**config.mk**
```make
export PLATFORM = sky130hd
export DESIGN_NAME = pm_fetch_pipe
export DESIGN_NICKNAME = d
export VERILOG_FILES = /design/src/rtl/mp_pkg.sv /design/src/rtl/fetch_tag_pipe.sv /design/src/rtl/pm_fetch_pipe.sv
export SDC_FILE = /design/constraint.sdc
export NUM_CORES = 1
export LEC_CHECK = 0
export CORE_ASPECT_RATIO = 0.75
export CORE_MARGIN = 5
export CORE_UTILIZATION = 65
export CTS_BUF_LIST = sky130_fd_sc_hd__clkbuf_16
export DETAILED_ROUTE_END_ITERATION = 6
export DONT_BUFFER_PORTS = 1
export PLACE_DENSITY = 0.81
export SETUP_SLACK_MARGIN = 0.1
export SLEW_MARGIN = 10
export SYNTH_ARGS = -nofsm -noshare
export SYNTH_HDL_FRONTEND = slang
export SYNTH_SLANG_ARGS = --single-unit
```
**constraint.sdc**
```tcl
create_clock -name clk -period 3.2 [get_ports clk]
set_clock_uncertainty 0.15 [all_clocks]
set_input_delay 0.64 -clock clk [delete_from_list [all_inputs] [get_ports clk]]
set_output_delay 0.64 -clock clk [all_outputs]
set_load 0.02 [all_outputs]
```
**src/rtl/mp_pkg.sv**
```systemverilog
// Shared types and constants for the pipelined-ROM instruction fetch path.
package mp_pkg;

    localparam int PM_ADDR_W    = 8;
    localparam int PM_DATA_W    = 8;
    localparam int PM_RESET_VEC = 0;

    // Supported synchronous ROM read latencies.
    localparam int ROM_LAT_MIN = 1;
    localparam int ROM_LAT_MAX = 4;

    typedef logic [PM_ADDR_W-1:0] pc_t;
    typedef logic [PM_DATA_W-1:0] instr_t;

endpackage

```
**src/rtl/fetch_tag_pipe.sv**
```systemverilog
// Address/valid tag shift register that tracks each fetch in flight through the ROM.
module fetch_tag_pipe #(
    parameter int ADDR_W = 8,
    parameter int DEPTH  = 1
) (
    input  logic              clk,
    input  logic              rst_n,
    input  logic              en,
    input  logic              flush,
    input  logic [ADDR_W-1:0] addr_in,
    input  logic              vld_in,
    output logic [ADDR_W-1:0] addr_out,
    output logic              vld_out,
    output logic [DEPTH-1:0]  vld_vec
);

    logic [DEPTH-1:0][ADDR_W-1:0] addr_q, addr_d;
    logic [DEPTH-1:0]             vld_q, vld_d;

    always_comb begin
        addr_d = addr_q;
        vld_d  = vld_q;
        if (en) begin
            addr_d[0] = addr_in;
            vld_d[0]  = vld_in;
            for (int i = 1; i < DEPTH; i++) begin
                addr_d[i] = addr_q[i-1];
                vld_d[i]  = vld_q[i-1];
            end
        end
        // Addresses keep shifting on a flush so the ROM and tags stay aligned.
        if (flush) begin
            vld_d = '0;
        end
    end

    always_ff @(posedge clk or negedge rst_n) begin
        if (!rst_n) begin
            vld_q <= '0;
        end else begin
            vld_q <= vld_d;
        end
    end

    always_ff @(posedge clk) begin
        addr_q <= addr_d;
    end

    assign addr_out = addr_q[DEPTH-1];
    assign vld_out  = vld_q[DEPTH-1];
    assign vld_vec  = vld_q;

endmodule

```
**src/rtl/pm_fetch_pipe.sv**
```systemverilog
// Instruction fetch unit for a pipelined synchronous program ROM: PC, ROM enable,
// tag alignment, instruction register and jump-flush accounting.
module pm_fetch_pipe
    import mp_pkg::*;
#(
    parameter int                ADDR_W    = PM_ADDR_W,
    parameter int                DATA_W    = PM_DATA_W,
    parameter int                ROM_LAT   = 1,
    parameter logic [ADDR_W-1:0] RESET_VEC = ADDR_W'(PM_RESET_VEC)
) (
    input  logic              clk,
    input  logic              reset,
    input  logic              stall,
    input  logic              jump_valid,
    input  logic [ADDR_W-1:0] jump_addr,
    output logic [ADDR_W-1:0] pm_address_out,
    output logic              pm_en,
    input  logic [DATA_W-1:0] pm_data_in,
    output logic [ADDR_W-1:0] pc,
    output logic [DATA_W-1:0] ir,
    output logic [ADDR_W-1:0] ir_pc,
    output logic              ir_valid,
    output logic [7:0]        flush_cnt
);

    // Out-of-range latencies are clamped to the supported range.
    localparam int LAT = (ROM_LAT < ROM_LAT_MIN) ? ROM_LAT_MIN :
                         (ROM_LAT > ROM_LAT_MAX) ? ROM_LAT_MAX : ROM_LAT;

    function automatic logic [7:0] sat_add8(input logic [7:0] a, input logic [3:0] b);
        logic [8:0] sum;
        sum = {1'b0, a} + {5'b0, b};
        return sum[8] ? 8'hFF : sum[7:0];
    endfunction

    logic [ADDR_W-1:0] pc_q, pc_d;
    logic [DATA_W-1:0] ir_q, ir_d;
    logic [ADDR_W-1:0] ir_pc_q, ir_pc_d;
    logic              ir_valid_q, ir_valid_d;
    logic [7:0]        flush_cnt_q, flush_cnt_d;

    logic [ADDR_W-1:0] tag_addr;
    logic              tag_vld;
    logic [LAT-1:0]    tag_vld_vec;
    logic [3:0]        n_discard;

    assign pm_en = ~stall | jump_valid;

    fetch_tag_pipe #(
        .ADDR_W (ADDR_W),
        .DEPTH  (LAT)
    ) u_tags (
        .clk      (clk),
        .rst_n    (reset),
        .en       (pm_en),
        .flush    (jump_valid),
        .addr_in  (pc_q),
        .vld_in   (~jump_valid),
        .addr_out (tag_addr),
        .vld_out  (tag_vld),
        .vld_vec  (tag_vld_vec)
    );

    // Every live tag plus the address being presented this cycle is discarded.
    always_comb begin
        n_discard = 4'd1;
        for (int i = 0; i < LAT; i++) begin
            n_discard = n_discard + 4'(tag_vld_vec[i]);
        end
    end

    always_comb begin
        pc_d        = pc_q;
        ir_d        = ir_q;
        ir_pc_d     = ir_pc_q;
        ir_valid_d  = ir_valid_q;
        flush_cnt_d = flush_cnt_q;
        if (jump_valid) begin
            pc_d        = jump_addr;
            ir_valid_d  = 1'b0;
            flush_cnt_d = sat_add8(flush_cnt_q, n_discard);
        end else if (!stall) begin
            pc_d       = pc_q + ADDR_W'(1);
            ir_d       = pm_data_in;
            ir_pc_d    = tag_addr;
            ir_valid_d = tag_vld;
        end
    end

    always_ff @(posedge clk or negedge reset) begin
        if (!reset) begin
            pc_q        <= RESET_VEC;
            ir_q        <= '0;
            ir_pc_q     <= '0;
            ir_valid_q  <= 1'b0;
            flush_cnt_q <= '0;
        end else begin
            pc_q        <= pc_d;
            ir_q        <= ir_d;
            ir_pc_q     <= ir_pc_d;
            ir_valid_q  <= ir_valid_d;
            flush_cnt_q <= flush_cnt_d;
        end
    end

    assign pm_address_out = pc_q;
    assign pc             = pc_q;
    assign ir             = ir_q;
    assign ir_pc          = ir_pc_q;
    assign ir_valid       = ir_valid_q;
    assign flush_cnt      = flush_cnt_q;

endmodule

```
# Word level (Yosys, flattened, before mapping)
# Index checks and enable logic that the tools add are counted.
totals:
  reg_bits: 42
  inputBits: 20
  output_inout_bits: 42
op_classes:
  addsub: 3
  eq_ne: 1
  mux: 7
  bitwise_logic: 3
  n_reduce_logical: 2
op_table:
  columns: ["cell", "count"]
  rows:
  - ["two-way mux 8 bit", 3]
  - ["adder 8 x 2 -> 9 bit", 1]
  - ["adder 8 x 1 -> 8 bit (second input constant)", 1]
  - ["two-way mux 1 bit", 4]
  - ["adder 1 x 1 -> 2 bit (first input constant)", 1]
  - ["!= test 2 x 1 -> 1 bit (second input constant)", 1]
  - ["NOT 1 bit", 2]
  - ["AND reduction 2 bit", 1]
  - ["nonzero test 2 bit", 1]
  - ["OR 1 bit", 1]

# Depth between registers and ports, before layout
# Gate-level depths: netlist (run 1).
logic_depth:
  depth_word: 4
  depth_mapped: 7
  depth_no_buf: 7

# Cells and area by module
# Synthesis (run 1) repeated with hierarchy kept, for this count alone.
unflattened:
  cells_unflattened: 151
  area_unflattened_um2: 1886.8
by_module_without_submodules:
  columns: ["mod", "n_inst", "cells_per_inst", "area_per_inst_um2", "seq_area_each_um2"]
  rows:
  - ["pm_fetch_pipe", 1, 139, 1600.3, 825.8]
  - ["fetch_tag_pipe", 1, 12, 286.5, 265.3]

# Worst setup path before layout (run 1)
# OpenSTA, ideal clock, no wires.
synth_path:
  path_type: "input port to output port"
  from: "in jump_valid"
  to: "out pm_en"
  t_arrival_ns: 1.345
  path_slack_ns: 1.065
  cell_stages: 3
  n_path_buf: 2
  cell_sequence: "buf_2 buf_2 or2b_1"
synth_via:
  elab_chain_len: 1
synth_rtl:
  columns: ["item", "line_no", "rtl"]
  rows:
  - ["start, declared", "pm_fetch_pipe.sv:14", "input logic jump_valid,"]
  - ["OR 1 bit", "pm_fetch_pipe.sv:47", "assign pm_en = ~stall | jump_valid;"]
  - ["end, declared", "pm_fetch_pipe.sv:17", "output logic pm_en,"]
# No other way between the ends.

# Worst setup path after layout (run 1)
layout_path:
  from: "reg pc_q[0] (netlist: pc[0])"
  to: "reg pc_q[6] (netlist: pc[6])"
layout_via:
  elab_chain_len: 3
layout_rtl:
  columns: ["item", "line_no", "rtl"]
  rows:
  - ["start, declared", "pm_fetch_pipe.sv:36", "logic [ADDR_W-1:0] pc_q, pc_d;"]
  - ["start signal, assigned", "pm_fetch_pipe.sv:98", "pc_q <= pc_d;"]
  - ["adder 8 x 1 -> 8 bit", "pm_fetch_pipe.sv:83", "pc_d = pc_q + ADDR_W'(1);"]
  - ["two-way mux 8 bit", "pm_fetch_pipe.sv:82", "end else if (!stall) begin"]
  - ["two-way mux 8 bit", "pm_fetch_pipe.sv:78", "if (jump_valid) begin"]
# No other way between the ends. The select of a mux whose other input is x is not followed.
# A chain may end at the register's enable or synchronous reset.

==> results of run 1 <==
==> synth_stat cells, types with 3 or more instances <==
master and number:
mux2_2 16, inv_1 4, or4_1 3, dfrtp_1 34, buf_4 9, mux2i_1 3
nand4b_1 4, nand3_1 5, o21ai_0 10, xor2_1 6, a31oi_1 3, nor2b_1 5
ha_1 3, edfxtp_1 8, nand2_1 14, a21oi_1 3
==> sequential cells by signal (all words and copies together) (netlist names) <==
register and cells:
ir_valid 1, flush_cnt 8, ir_pc 8, u_tags.vld_out 1, ir 8, u_tags.addr_out 8
pc 8
==> worst max path at each step <==
stage	from	depth (start not counted)	end	slack [ns]
2_1_floorplan	jump_valid	3	pm_en	1.06
3_3_place_gp	jump_valid	2	ir[6]	1.28
3_5_place_dp	jump_valid	2	ir_pc[2]	1.24
4_1_cts	pc[0]	4	pc[6]	1.24
5_1_grt	pc[0]	4	pc[6]	1.18
6_report	pc[0]	4	pc[6]	1.27
==> cell type report <==
class                           instances  area, sq um
Tap cell                               36        45.04
Fill cell                             178        690.7
Timing Repair Buffer                    1        20.02
Clock inverter                          3        41.29
Inverter                                4        15.01
Multi-Input combinational cell         88        654.4
Sequential cell                        42         1091
Clock buffer                            5        125.1
==> stage by stage <==
stage	cells	utilization [%]	total power, W	setup slack [ns]	area [sq um]
2_1_floorplan	148	-	0.001052	1.065	1857
3_3_place_gp	170	67.30	0.001075	1.281	1805
3_5_place_dp	170	67.30	0.001094	1.235	1805
4_1_cts	179	74.25	0.001669	1.242	1992
5_1_grt	179	74.25	0.001735	1.181	1992
6_report	179	74.25	0.001654	1.268	1992
==> power by group through the flow <==
| stage | clock (W) | sequential, W | combinational, W |
|---|---|---|---|
| 2_1_floorplan | 0 | 0.000855 | 0.000197 |
| 3_3_place_gp | 0 | 0.000903 | 0.000172 |
| 3_5_place_dp | 0 | 0.000910 | 0.000184 |
| 4_1_cts | 0.000567 | 0.000901 | 0.000201 |
| 5_1_grt | 0.000597 | 0.000916 | 0.000222 |
| 6_report | 0.000560 | 0.000898 | 0.000196 |
==> cell families (layout without fill, tap and decap cells) <==
| kind of cell | Yosys count | in the layout |
|---|---|---|
| buffers and inverters | 18 | 13 |
| XOR/XNOR | 6 | 6 |
| multiplexers | 19 | 19 |
| adder cells (fa/ha/maj) | 3 | 3 |
| flip-flops | 42 | 42 |
| AO/OA/AOI/OAI | 17 | 17 |
| AND/OR/NAND/NOR | 43 | 43 |
==> routing by layer <==
metal,wire length (um),vias up,part of all wire [%],track usage [%]
li1,-,508,-,-
met1,1499,518,43,23.47
met2,1652,38,48,27.49
met3,269,2,7.8,6.417
met4,26,0,0.75,6.166
met5,0,-,0,0
==> critical path, delay by kind of cell (launching register included) <==
kind	cells	cell delay [ns]
adder cells (fa/ha/maj)	1	0.28
AND/OR/NAND/NOR	3	0.65
flip-flops	1	0.78
==> what timing repair did <==
action / CTS / global route
hold buffers: 1 / 0
endpoints found under the setup margin: 0 / 0
endpoints found under the hold margin: 34 / 0
==> results.toml, run 1 <==
[route]
drt_wl_total_mm = 3.447
final_antenna_net_count = 0
vias = 1066
drt_first_pass_iters = 4
drt_iter0_drc = 78
drc = 0
routed_via_density = 5.955
wl_per_cell_um = 19.26

[sta]
fin_tns_setup_ns = 0
drv_slew = 0
post-route-period-util_pct = 60.37
slew_headroom_pct = 47.44
setup_viol = 0
clock.fmax_mhz = 517.6
finalHoldViolations = 0
tightest_slew_ns = 0.7876
rsz0062_at_grt = "false"
period_minus_slack_ns = 1.932
timing.hold.ws_ns = 0.03656

[critical_path]
r2r_cells = 4
worstPathCellList = "ha_1, nand2b_1, or4_1, nand3_1"
crit_type = "flop to flop"
slowest_stage = "dfrtp_1"
start_kind = "flop"
r2r-start = "pc[0]"
ff2ff_setup_slack_ns = 1.27
timing.rr.end = "pc[6]"
cp.arrival_ns = 2.00
max_stage_delay_ns = 0.78
cp-end-kind = "flop"
worstPathRequired_ns = 3.27
critical_path.max_fanout = 8

[floorplanning]
coreArea_sq_um = 2683
rows = 16
fp.dieW_um = 71.72
fp.dieH_um = 56.29
start_util_pct = 69.22
die-area_sq_um = 4036
io_pins = 62

[status]
status = "finished, final reports clean"

[grt]
grt_pass1_vias = 1096
grt_antenna_before_repair = 0
grt_usage_pct = 17.88
overflow = 0
grt_pass1_wl_mm = 5.526
grt_max_degree = 35

[yosys]
synthMuxAreaShare_pct = 11.32
avgSynthCellArea_sq_um = 12.55
netlist_area_sq_um = 1857
synth_ff_type = "dfrtp_1"
synthSimpleGateAreaFrac_pct = 14.08
yosysUniqueCellTypes = 30
synth-edff-count = 8
synthCells = 148
yosysWarnings = 0
synth_compound_area_share_pct = 4.987
ys_seq_elements = 42
synth_fa_ha_area_share_pct = 2.022
async_flop_share_pct = 80.95
netlist.area_leader.share_pct = 45.82
yosysSeqAreaShare_pct = 58.76
synth_top_family_by_area = "simple AND/OR/NAND/NOR gates"
yosysTopAreaCell = "dfrtp_1"
synthXorXnorAreaFrac_pct = 2.830
synth_area_leaders = "dfrtp_1 46%, edfxtp_1 13%, mux2_2 9.7%, buf_4 3.6%, nand2_1 2.8%"
synthesis.nets = 171

[clock_tree]
cts.reportedPaths.clkPinSlew_ns = 0.06
cts_buffers = 5
clockBufferDepth = 2
tritoncts = "built"
cts_htree_levels = 2
clock_sinks = 42
cts-root-buf = "clkbuf_16"
cts_resized = 0
clk-insertion-delay-late_ns = 0.28
post-cts-setup-buffer-count = 0

[placed_design]
place_congestion = 0.7449
dp_hpwl_mm = 2.384
port-buffer-count = 0

[power]
switching_share_pct = 32.56
power_frac_comb_pct = 11.9
power_leakage_nw = 0.8625
clkPwrFrac_pct = 33.8
p_int_w = 0.001116
p_per_area_nw_per_um2 = 830.5
ir_worst_vdd_v = 0.0006210
power_frac_seq_pct = 54.3
p_sw_w = 0.0005386

[run]
maxCapViolCount = 0

[final_layout]
syn2layout_area_growth_pct = 7.278
layout_commonest_cell = "dfrtp_1"
final_cell_mix = "34 x dfrtp_1, 16 x mux2_2, 14 x nand2_1"
nets = 165
drive_above_1_share_pct = 18.18
diodes = 0

[hold_path]
min_path_type = "input port to async pin"
(Power assumes the default switching activity.)
==> inputs of run 2 (changes only) <==
--- a/config.mk
+++ b/config.mk
@@ -7,11 +7,11 @@
 export LEC_CHECK = 0
 export CORE_ASPECT_RATIO = 0.75
 export CORE_MARGIN = 5
-export CORE_UTILIZATION = 65
+export CORE_UTILIZATION = 55
 export CTS_BUF_LIST = sky130_fd_sc_hd__clkbuf_16
 export DETAILED_ROUTE_END_ITERATION = 6
 export DONT_BUFFER_PORTS = 1
-export PLACE_DENSITY = 0.81
+export PLACE_DENSITY = 0.73
 export SETUP_SLACK_MARGIN = 0.1
 export SLEW_MARGIN = 10
 export SYNTH_ARGS = -nofsm -noshare
==> constraint.sdc (replaced) <==
create_clock -name clk -period 1.75 [get_ports clk]
set_clock_uncertainty 0.15 [all_clocks]
set_input_delay 0.35 -clock clk [delete_from_list [all_inputs] [get_ports clk]]
set_output_delay 0.35 -clock clk [all_outputs]
set_load 0.02 [all_outputs]
==> run 2 against run 1 <==
Effect of this change:
- first-iteration DRC count down 15%
- combinational power rose to 3.0 times the previous value
- worst hold slack lost 0.026 ns
- non-clock buffer count rose by 17
- setup slack got worse by 1.0 ns
- die area is 15% higher
- critical path depth is 3 higher
- register-to-register slack worse by 1.0 ns
- routed wire length rose by 3.5%
- fmax rose by 26%
- sequential cell count stayed put
==> results.toml, run 2 (synthesis gave the netlist of run 1 again) <==
[status]
status = "finished, final reports clean"

[critical_path]
worstPathRequired_ns = 1.76
worstPathCellList = "inv_1, ha_1, inv_1, ha_2, nand4_1, nor3_1, a21oi_1"
crit_type = "flop to flop"
r2r_cells = 7
slowest_stage = "dfrtp_1"
r2r-start = "u_tags.vld_out"
critPathTopFamily = "adder cells"
timing.rr.end = "flush_cnt[4]"
ff2ff_setup_slack_ns = 0.22
path_buf_inv = 2
max_stage_delay_ns = 0.34
critical_path.max_fanout = 6
crit_top_cell = "inv_1"
start_kind = "flop"
cp.arrival_ns = 1.53
cp-end-kind = "flop"

[sta]
tightest_slew_ns = 0.3566
slew_headroom_pct = 76.23
period_minus_slack_ns = 1.529
finalHoldViolations = 0
fin_tns_setup_ns = 0
setup_slack_ns = 0.2215
post-route-period-util_pct = 87.34
setup_viol = 0
drv_slew = 0
rsz0062_at_grt = "false"
clock.fmax_mhz = 654.2

[clock_tree]
cts_buffers = 5
cts-root-buf = "clkbuf_16"
tritoncts = "built"
post-cts-setup-buffer-count = 0
cts.reportedPaths.clkPinSlew_ns = 0.05
clockBufferDepth = 2
clock_sinks = 42
clk-insertion-delay-late_ns = 0.27
cts_htree_levels = 2

[grt]
grt_pass1_wl_mm = 5.865
grt_antenna_before_repair = 0
grt_usage_pct = 16.11
grt_max_degree = 35
overflow = 0
grt_pass1_vias = 1124

[floorplanning]
io_pins = 62
die-area_sq_um = 4650
rows = 18
start_util_pct = 56.86
fp.dieW_um = 77.09
coreArea_sq_um = 3266
fp.dieH_um = 60.32

[power]
switching_share_pct = 31.59
power_leakage_nw = 0.9415
power_frac_seq_pct = 48.5
p_sw_w = 0.0009794
clkPwrFrac_pct = 32.3
ir_worst_vdd_v = 0.0008828
p_per_area_nw_per_um2 = 1453
p_int_w = 0.002121
power_frac_comb_pct = 19.2

[route]
drc = 0
drt_iter0_drc = 66
drt_wl_total_mm = 3.567
drt_first_pass_iters = 4
final_antenna_net_count = 0
wl_per_cell_um = 17.84
vias = 1162
routed_via_density = 5.810

[run]
maxCapViolCount = 0

[placed_design]
port-buffer-count = 0
place_congestion = 0.7157
dp_hpwl_mm = 2.528
place_ws_ns = 0.1837

[hold_path]
min_path_type = "input port to flop"
whs_endpoint = "u_tags.vld_out"
whs_path_depth = 1
min_from = "stall"

[final_layout]
nFillCells = 254
diodes = 0
layout_commonest_cell = "dfrtp_1"
drive_above_1_share_pct = 26.88
multiInputGateArea_sq_um = 656.9
syn2layout_area_growth_pct = 14.89
seqCellArea_sq_um = 1092
final_cell_mix = "33 x dfrtp_1, 16 x mux2_2, 15 x buf_4"
nets = 182
-- run 2: area by class of cell --
type | instances | share of cell area, %
flip-flops and latches | 42 | 51.20
multi-input cells | 88 | 30.79
repair buffers | 18 | 7.155
clock buffers | 5 | 5.865
well taps | 40 | 2.346
clock inverters | 3 | 1.935
inverters | 4 | 0.7038
-- run 2: power by group through the flow --
stage / combinational [W] / sequential (W) / clock (W)
after floorplan: 0.000359 / 0.00156 / 0
after global placement: 0.000550 / 0.00150 / 0
after detailed placement: 0.000570 / 0.00152 / 0
after CTS: 0.000598 / 0.00150 / 0.00103
after global routing: 0.000654 / 0.00153 / 0.00109
final: 0.000595 / 0.00150 / 0.00100
-- run 2: worst max path at each step --
stage	start	endpoint	slack [ns]	cells past startpoint
floorplan	pc[0]	pc[6]	0.11	4
global placement	u_tags.vld_out	flush_cnt[5]	0.26	6
detailed placement	u_tags.vld_out	flush_cnt[4]	0.18	7
CTS	flush_cnt[0]	flush_cnt[4]	0.18	7
global route	u_tags.vld_out	flush_cnt[4]	0.12	7
finish	u_tags.vld_out	flush_cnt[4]	0.22	7
-- run 2: what timing repair did --
action                                 in CTS  in global routing
hold buffers                                3                  0
setup endpoints to repair                   0                  3
endpoints found under the hold margin      36                  0
gates resized for setup                     0                  2
-- run 2: metrics by stage --
| stage | hold WS, ns | std cells | total power, W | cell area (sq um) | utilization [%] |
|---|---|---|---|---|---|
| after floorplan | -0.09559 | 148 | 0.001924 | 1857 | - |
| after global placement | -0.09470 | 189 | 0.002054 | 1923 | 58.89 |
| after detailed placement | -0.09471 | 189 | 0.002091 | 1923 | 58.89 |
| after CTS | 0.006356 | 200 | 0.003132 | 2130 | 65.21 |
| after global routing | 0.001211 | 200 | 0.003272 | 2133 | 65.33 |
| final | 0.01021 | 200 | 0.003101 | 2133 | 65.33 |
-- run 2: layer usage --
layer / up-vias / global-route usage (%) / part of all wire, %
met4: 0 / 5.147 / 0.67
met3: 4 / 6.024 / 6.7
li1: 542 / - / -
met1: 582 / 22.33 / 46
met2: 34 / 23.82 / 46
met5: - / 0 / 0
